## src/rtl/hht_pkg.sv

```systemverilog
// Shared types and defaults for the HHT column-gather sequencer.
package hht_pkg;

  localparam int unsigned AW_DEF = 32;
  localparam int unsigned DW_DEF = 32;

  typedef enum logic [1:0] {
    ST_IDLE = 2'd0,
    ST_RUN  = 2'd1,
    ST_DONE = 2'd2
  } hht_state_e;

endpackage

```

## src/rtl/hht_gather_pipe.sv

```systemverilog
// Index capture, port-2 address generation and gathered-value accumulator.
module hht_gather_pipe
  import hht_pkg::*;
#(
  parameter int unsigned AW = AW_DEF,
  parameter int unsigned DW = DW_DEF
) (
  input  logic          clk_i,
  input  logic          rst_i,
  input  logic          clear_i,
  input  logic          capture_i,
  input  logic [AW-1:0] v_base_i,
  input  logic [DW-1:0] data1_i,
  input  logic [DW-1:0] data2_i,
  output logic [AW-1:0] addr2_o,
  output logic [DW-1:0] sum_o
);

  logic [AW-1:0] addr2_q, addr2_d;
  logic          v2_q, v2_d;
  logic [DW-1:0] sum_q, sum_d;

  always_comb begin
    addr2_d = addr2_q;
    v2_d    = v2_q;
    sum_d   = sum_q;
    if (clear_i) begin
      sum_d = '0;
      v2_d  = 1'b0;
    end else begin
      // v2 marks that addr2 holds a live entry whose data2 is valid this cycle
      if (v2_q) sum_d = sum_q + data2_i;
      v2_d = capture_i;
      if (capture_i) addr2_d = v_base_i + AW'(data1_i);
    end
  end

  always_ff @(posedge clk_i) begin
    if (rst_i) begin
      addr2_q <= '0;
      v2_q    <= 1'b0;
      sum_q   <= '0;
    end else begin
      addr2_q <= addr2_d;
      v2_q    <= v2_d;
      sum_q   <= sum_d;
    end
  end

  assign addr2_o = addr2_q;
  assign sum_o   = sum_q;

endmodule

```

## src/rtl/hht_control.sv

```systemverilog
// Column-gather sequencer: walks csize index words and sums the vector entries they select.
//   state | meaning
//   IDLE  | waiting for RD; latches bases and csize on start
//   RUN   | issuing addr1 per entry, plus one drain cycle for the last addr2
//   DONE  | sum final and held until RD falls
module hht_control
  import hht_pkg::*;
#(
  parameter int unsigned AW = AW_DEF,
  parameter int unsigned DW = DW_DEF
) (
  input  logic          Clk,
  input  logic [AW-1:0] v_values_base,
  input  logic [AW-1:0] wdata_col_base,
  output logic [AW-1:0] addr1,
  output logic [AW-1:0] addr2,
  input  logic [DW-1:0] dataIn1,
  input  logic [DW-1:0] dataIn2,
  input  logic          Rst,
  input  logic [31:0]   csize,
  input  logic          RD,
  output logic [DW-1:0] sum,
  output logic          busy,
  output logic          done
);

  hht_state_e    state_q, state_d;
  logic [AW-1:0] addr1_q, addr1_d;
  logic [AW-1:0] vbase_q, vbase_d;
  logic [31:0]   rem_q, rem_d;
  logic          busy_q, done_q;
  logic          clear, capture;

  always_comb begin
    state_d = state_q;
    addr1_d = addr1_q;
    vbase_d = vbase_q;
    rem_d   = rem_q;
    clear   = 1'b0;
    capture = 1'b0;
    unique case (state_q)
      ST_IDLE: begin
        if (RD) begin
          vbase_d = v_values_base;
          clear   = 1'b1;
          if (csize == 32'd0) begin
            state_d = ST_DONE;
          end else begin
            state_d = ST_RUN;
            addr1_d = wdata_col_base;
            rem_d   = csize;
          end
        end
      end
      ST_RUN: begin
        // rem counts entries still to issue; zero means this is the drain cycle
        if (rem_q != 32'd0) begin
          capture = 1'b1;
          rem_d   = rem_q - 32'd1;
          if (rem_q != 32'd1) addr1_d = addr1_q + AW'(1);
        end else begin
          state_d = ST_DONE;
        end
      end
      ST_DONE: begin
        if (!RD) state_d = ST_IDLE;
      end
      default: state_d = ST_IDLE;
    endcase
  end

  always_ff @(posedge Clk) begin
    if (Rst) begin
      state_q <= ST_IDLE;
      addr1_q <= '0;
      vbase_q <= '0;
      rem_q   <= '0;
      busy_q  <= 1'b0;
      done_q  <= 1'b0;
    end else begin
      state_q <= state_d;
      addr1_q <= addr1_d;
      vbase_q <= vbase_d;
      rem_q   <= rem_d;
      busy_q  <= (state_d == ST_RUN);
      done_q  <= (state_d == ST_DONE);
    end
  end

  hht_gather_pipe #(
    .AW(AW),
    .DW(DW)
  ) u_pipe (
    .clk_i    (Clk),
    .rst_i    (Rst),
    .clear_i  (clear),
    .capture_i(capture),
    .v_base_i (vbase_q),
    .data1_i  (dataIn1),
    .data2_i  (dataIn2),
    .addr2_o  (addr2),
    .sum_o    (sum)
  );

  assign addr1 = addr1_q;
  assign busy  = busy_q;
  assign done  = done_q;

endmodule

```

## config.mk

```make
export PLATFORM = sky130hd
export DESIGN_NAME = hht_control
export DESIGN_NICKNAME = d
export VERILOG_FILES = /design/src/rtl/hht_pkg.sv /design/src/rtl/hht_gather_pipe.sv /design/src/rtl/hht_control.sv
export SDC_FILE = /design/constraint.sdc
export NUM_CORES = 1
export LEC_CHECK = 0
export CAP_MARGIN = 20
export CORE_ASPECT_RATIO = 2
export CORE_MARGIN = 2
export CORE_UTILIZATION = 51
export DETAILED_ROUTE_END_ITERATION = 6
export HOLD_SLACK_MARGIN = 0.05
export PLACE_DENSITY = 0.82
export SYNTH_ARGS = -nofsm -noshare
export SYNTH_HDL_FRONTEND = slang
export SYNTH_HIERARCHICAL = 1
export SYNTH_SLANG_ARGS = --single-unit
```

## constraint.sdc

```tcl
create_clock -name Clk -period 3.4 [get_ports Clk]
set_input_delay 0.68 -clock Clk [delete_from_list [all_inputs] [get_ports Clk]]
set_output_delay 0.68 -clock Clk [all_outputs]
set_load 0.02 [all_outputs]
```

======== Word-level counts from Yosys, hierarchy flattened ========
Cells that the tools add are included.
storage, ports and cells
  register bits after elaboration ......... 165
  input bits .............................. 163
  output and inout bits ................... 98
  logic and storage cells ................. 50
cells by class
  add/subtract/negate cells ............... 4
  eq/ne operators ......................... 9
  muxes and demuxes ....................... 18
  bitwise operators ....................... 1
  reduce and logical (&&, ||, !) cells .... 9
operators with widths
  kind                   number
  $mux 32                7
  $pmux 32 s2            2
  $add 32x32->32         2
  $add 32x1->32 const B  1
  $logic_not 32->1       1
  $ne 32x1->1 const B    1
  $reduce_bool 32->1     1
  $sub 32x1->32 const B  1
  $mux 2                 4
  $ne 2x2->1 const B     4
  $pmux 2 s3             1
  $reduce_and 5->1       1
  $eq 2x1->1 const B     2
  $eq 2x2->1 const B     2
  $mux 1                 4
  $reduce_and 2->1       2
  $reduce_and 4->1       1
  $logic_not 2->1        1
  $reduce_bool 2->1      1
  $reduce_or 2->1        1
  $not 1->1              1

======== Depth between registers and ports, before layout ========
  depth in word-level cells ............... 5
  gate-level depth with buffers ........... 12
  depth with buffers taken out ............ 11

======== By module ========
The synthesis kept the hierarchy.
by module, submodules not included
  module           times used  cells each  area an instance (µm²)  seq. area each (µm²)
  hht_gather_pipe  1           700         5599.1                  1301.2
  hht_control      1           745         5332.6                  2001.9

======== Least setup slack after synthesis ========
OpenSTA, ideal clock, no wires.
  path kind ............................... input to register
  start point ............................. in dataIn1[0]
  end point ............................... reg u_pipe.addr2_q[30], in the netlist u_pipe/addr2_o[30]
  setup time .............................. 0.127 ns
  arrival time ............................ 3.038 ns
  required time ........................... 3.273 ns
  path slack .............................. 0.235 ns
  stages on the path ...................... 10
  buffers on the path ..................... 0
  cell sequence ........................... ha_1 -> fa_1 -> a211oi_2 -> o21ai_2 -> a2111oi_4 -> o31ai_4 -> a21oi_4 -> o31ai_2 -> and3_1 -> or3_1
on the way
  longest elaborated chain between the ends .. 1
ends and longest elaborated chain
  element               RTL line               text
  start, declared       hht_control.sv:17      input logic [DW-1:0] dataIn1,
  $add 32x32->32        hht_gather_pipe.sv:34  if (capture_i) addr2_d = v_base_i + AW'(data1_i);
  end signal, assigned  hht_gather_pipe.sv:44  addr2_q <= addr2_d;
  end, declared         hht_gather_pipe.sv:19  logic [AW-1:0] addr2_q, addr2_d;
No other way between the ends.
A chain may end at the register's enable or synchronous reset.

======== Final worst setup path ========
  start point ............................. in dataIn1[0]
  end point ............................... reg u_pipe.addr2_q[28], in the netlist u_pipe/addr2_o[28]
Same word-level chain as after synthesis.

==> impl_metrics.ini <==
[pwr]
p_leak_nw = 5.798
cellPowerDensity_mw_per_mm2 = 408.7
clockPowerShare_pct = 35.2
seq_power_share_pct = 36.6
swShare_pct = 31.88
p_int_mw = 4.092
p_total_mw = 6.007
p_comb_share_pct = 28.1
p_sw_mw = 1.915
ir_worst_vdd_v = 0.0003131

[sta]
max_slew.worst_pin.slew_ns = 0.9422
setup_violations = 0
slew_violations = 0
maxSlewHeadroom_pct = 36.96
rsz0062_at_grt = no
final-hold-violation-count = 0
setup_ws_ns = 0.08236
tns_ns = 0
fin_crit_sh_pct = 97.58
clock_skew_ns = 0.008403
fmax_ghz = 0.3014
layout_min_cycle_time_ns = 3.318

[outcome]
status = finished, final reports clean

[route]
drc = 0
routed_wl_um = 37170
ant_nets = 0
vias_per_cell = 6.177
num_vias = 12270
drt_iter0_markers = 779
drt_pass1_iterations = 6
wire_per_inst_um = 18.71

[clock_tree]
post_cts_resized = 0
ctsLongestPathBuffers = 2
cts_buffers = 17
hold_buffers = 0
insertion_delay_ns = 0.45
clock_sinks = 165
path_clk_slew_ns = 0.06
postCtsSetupBuffers = 0
cts_tree = built
cts_max_level = 4
root_buffer = clkbuf_16

[place]
port_buffers = 260
pre_cts_ws_ns = -0.2399
dp_hpwl_um = 27790
gp_congestion = 0.8975

[floorplan]
rows = 75
die_w_um = 107.5
die_y_um = 211.1
io_pins = 261
dieArea_mm2 = 0.02269
initial_core_util_pct = 52.01
core-area_mm2 = 0.02102

[worst_setup_path]
start_kind = primary input
r2r_slack_ns = 0.27
r2r-end = u_pipe/addr2_o[30]
rr_worst_depth = 10
cp-end-kind = register
critical_path_class = in -> reg
arrival_ns = 3.64
crit_fanout = 3
critPathBufInv = 2
slowest_delay_ns = 0.46
cp_data_required_time_ns = 3.72
crit_chain = clkdlybuf4s50_1 > ha_1 > fa_1 > a211oi_2 > o21ai_2 > a2111oi_4 > o31ai_4 > buf_4 > nand4_1 > nand3b_1 > o2111ai_1 > o211ai_1
crit_slowest_cell = a2111oi_4
r2r-start = rem_q[22]
crit_family = compound AO/OA/AOI/OAI gates

[grt]
grt_max_degree = 133
grt_antenna_before_repair = 3
grt_pass1_vias = 12100
overflow = 0
grt_pass1_wl_um = 58070
grt_usage_pct = 31.93

[synth]
synth_nets = 1676
syn-cell-area_mm2 = 0.01093
synth.area.top_cells = dfxtp_1, a21oi_1, nand2_1
synth_top_area_share_pct = 30.22
yosysTopAreaCell = dfxtp_1
synthCells = 1445
ys_seq_elements = 165
synth_edf_count = 0
postSynth.asyncResetShare_pct = 0
seq_area_frac_synth_pct = 30.22
synth_top_flop_cell = dfxtp_1
ys_types = 80
yosys_warnings = 6
syn_avg_cell_area_um2 = 7.565

[flow_run]
cap_violations = 0

[finish]
multi_input_area_mm2 = 0.007224
fin_nets = 1933
area_delta_synth_final_pct = 34.45
layout-drive-gt1-share_pct = 7.289
regArea_mm2 = 0.003303
nFillCells = 1768

[hold_path]
whs_endpoint = u_pipe/addr2_o[13]
hold_path_class = reg -> reg
min_path_cells = 2
hold_start = u_pipe/addr2_o[13]
[kinds of logic (layout without fill, tap and decap cells)]
logic type	count (synthesis)	in the layout	synth area share (%)
buffers and inverters	107	377	3.914
adders and majority gates	68	68	7.920
AOI/OAI and AO/OA	488	488	28.95
DFF	165	165	30.22
and+or+nand+nor	553	553	23.66
muxes	19	19	1.740
xor gates and xnor gates	45	45	3.605
other	0	3	0
[registers in the layout, summed over array words and instances (netlist names)]
name	cells
addr1	32
rem_q	32
u_pipe/addr2_o	32
u_pipe/sum_o	32
vbase_q	32
state_q	2
busy	1
done	1
u_pipe/v2_q	1
[layer usage]
metal	GRT usage (%)	wire, um
met4	21.79	2452
met2	58.62	19630
met5	0	0
met3	6.788	2191
met1	31.00	12890
[power by group through the flow]
stage	Clock (mW)	Sequential (mW)	Combinational, mW
finish	2.12	2.20	1.69
global route	2.22	2.22	1.83
CTS	2.14	2.20	1.67
detailed placement	0	2.24	1.66
global placement	0	2.23	1.62
floorplan	0	2.29	0.908
[synthesized netlist by cell type (all sizes together) (4+ instances only)]
| cell | number |
|---|---|
| a2111oi | 4 |
| a211o | 7 |
| a211oi | 14 |
| a21o | 39 |
| a21oi | 193 |
| a221o | 4 |
| a22o | 5 |
| a311oi | 4 |
| a31o | 8 |
| a31oi | 15 |
| a41oi | 4 |
| and2 | 15 |
| and3 | 13 |
| and4 | 6 |
| buf | 16 |
| clkbuf | 67 |
| dfxtp | 165 |
| ha | 66 |
| inv | 24 |
| mux2i | 19 |
| nand2 | 240 |
| nand2b | 5 |
| nand3 | 41 |
| nand3b | 4 |
| nand4 | 31 |
| nand4b | 5 |
| nor2 | 100 |
| nor2b | 7 |
| nor3 | 39 |
| nor4 | 19 |
| o2111ai | 4 |
| o211ai | 11 |
| o21a | 18 |
| o21ai | 84 |
| o22ai | 7 |
| o31a | 4 |
| o31ai | 21 |
| o32ai | 9 |
| o41ai | 5 |
| or3 | 10 |
| or4 | 10 |
| xnor2 | 29 |
| xor2 | 16 |
[worst reg2reg max path, stage by stage, from the launching register on]
cell,delay (ns)
dfxtp_1,0.34
or4_1,0.57
or4b_4,0.57
nor4_1,0.40
nor2_1,0.14
nor2b_2,0.18
nand2_1,0.15
nor2_1,0.07
a21boi_0,0.13
a21o_1,0.16
or3_1,0.30
[layout by cell type, fill, tap and decap left out, types with 8 or more instances in the layout]
master / n
o21ai_0: 69
ha_1: 66
xor2_1: 16
buf_4: 58
o211ai_1: 11
nand3_1: 41
xnor2_1: 29
a31o_2: 8
o21a_1: 18
a21oi_1: 192
a211oi_1: 12
dfxtp_1: 165
o21ai_1: 12
and3_1: 13
nor3_1: 39
o31ai_1: 19
or3_1: 10
or4_1: 9
inv_1: 24
a21o_1: 39
a31oi_1: 15
nand2_1: 240
clkbuf_16: 17
and2_1: 15
nor2_1: 98
nand4_1: 31
clkdlybuf4s50_1: 259
mux2i_1: 19
nor4_1: 18
o32ai_1: 9
[worst max path at each step]
stage,cells past startpoint,slack [ns],to,from
3_5_place_dp,11,-0.24,u_pipe/addr2_o[30],dataIn1[0]
3_3_place_gp,12,-0.16,u_pipe/addr2_o[28],dataIn1[0]
5_1_grt,11,0.006,u_pipe/sum_o[26],dataIn2[0]
6_report,12,0.08,u_pipe/addr2_o[28],dataIn1[0]
2_1_floorplan,10,0.23,u_pipe/addr2_o[30],dataIn1[0]
4_1_cts,12,0.15,u_pipe/addr2_o[28],dataIn1[0]
[stage by stage]
stage	utilization, %	hold slack (ns)	instances	instance area, um2
2_1_floorplan	-	0.4406	1445	10930
3_3_place_gp	66.80	0.4380	1951	14040
3_5_place_dp	66.88	0.4476	1952	14060
4_1_cts	69.89	0.4559	1984	14690
5_1_grt	69.92	0.4764	1987	14700
6_report	69.92	0.4531	1987	14700
[area by class of cell]
cell class                      count  area share [%]
Clock buffer                       20           3.107
Timing Repair Buffer              321           21.11
Clock inverter                     12           1.200
Antenna cell                        3         0.05108
Sequential cell                   165           22.47
Multi-Input combinational cell   1173           49.15
Inverter                           24          0.6129
Tap cell                          269           2.290
Note: power is estimated with default switching activity, not from simulation.
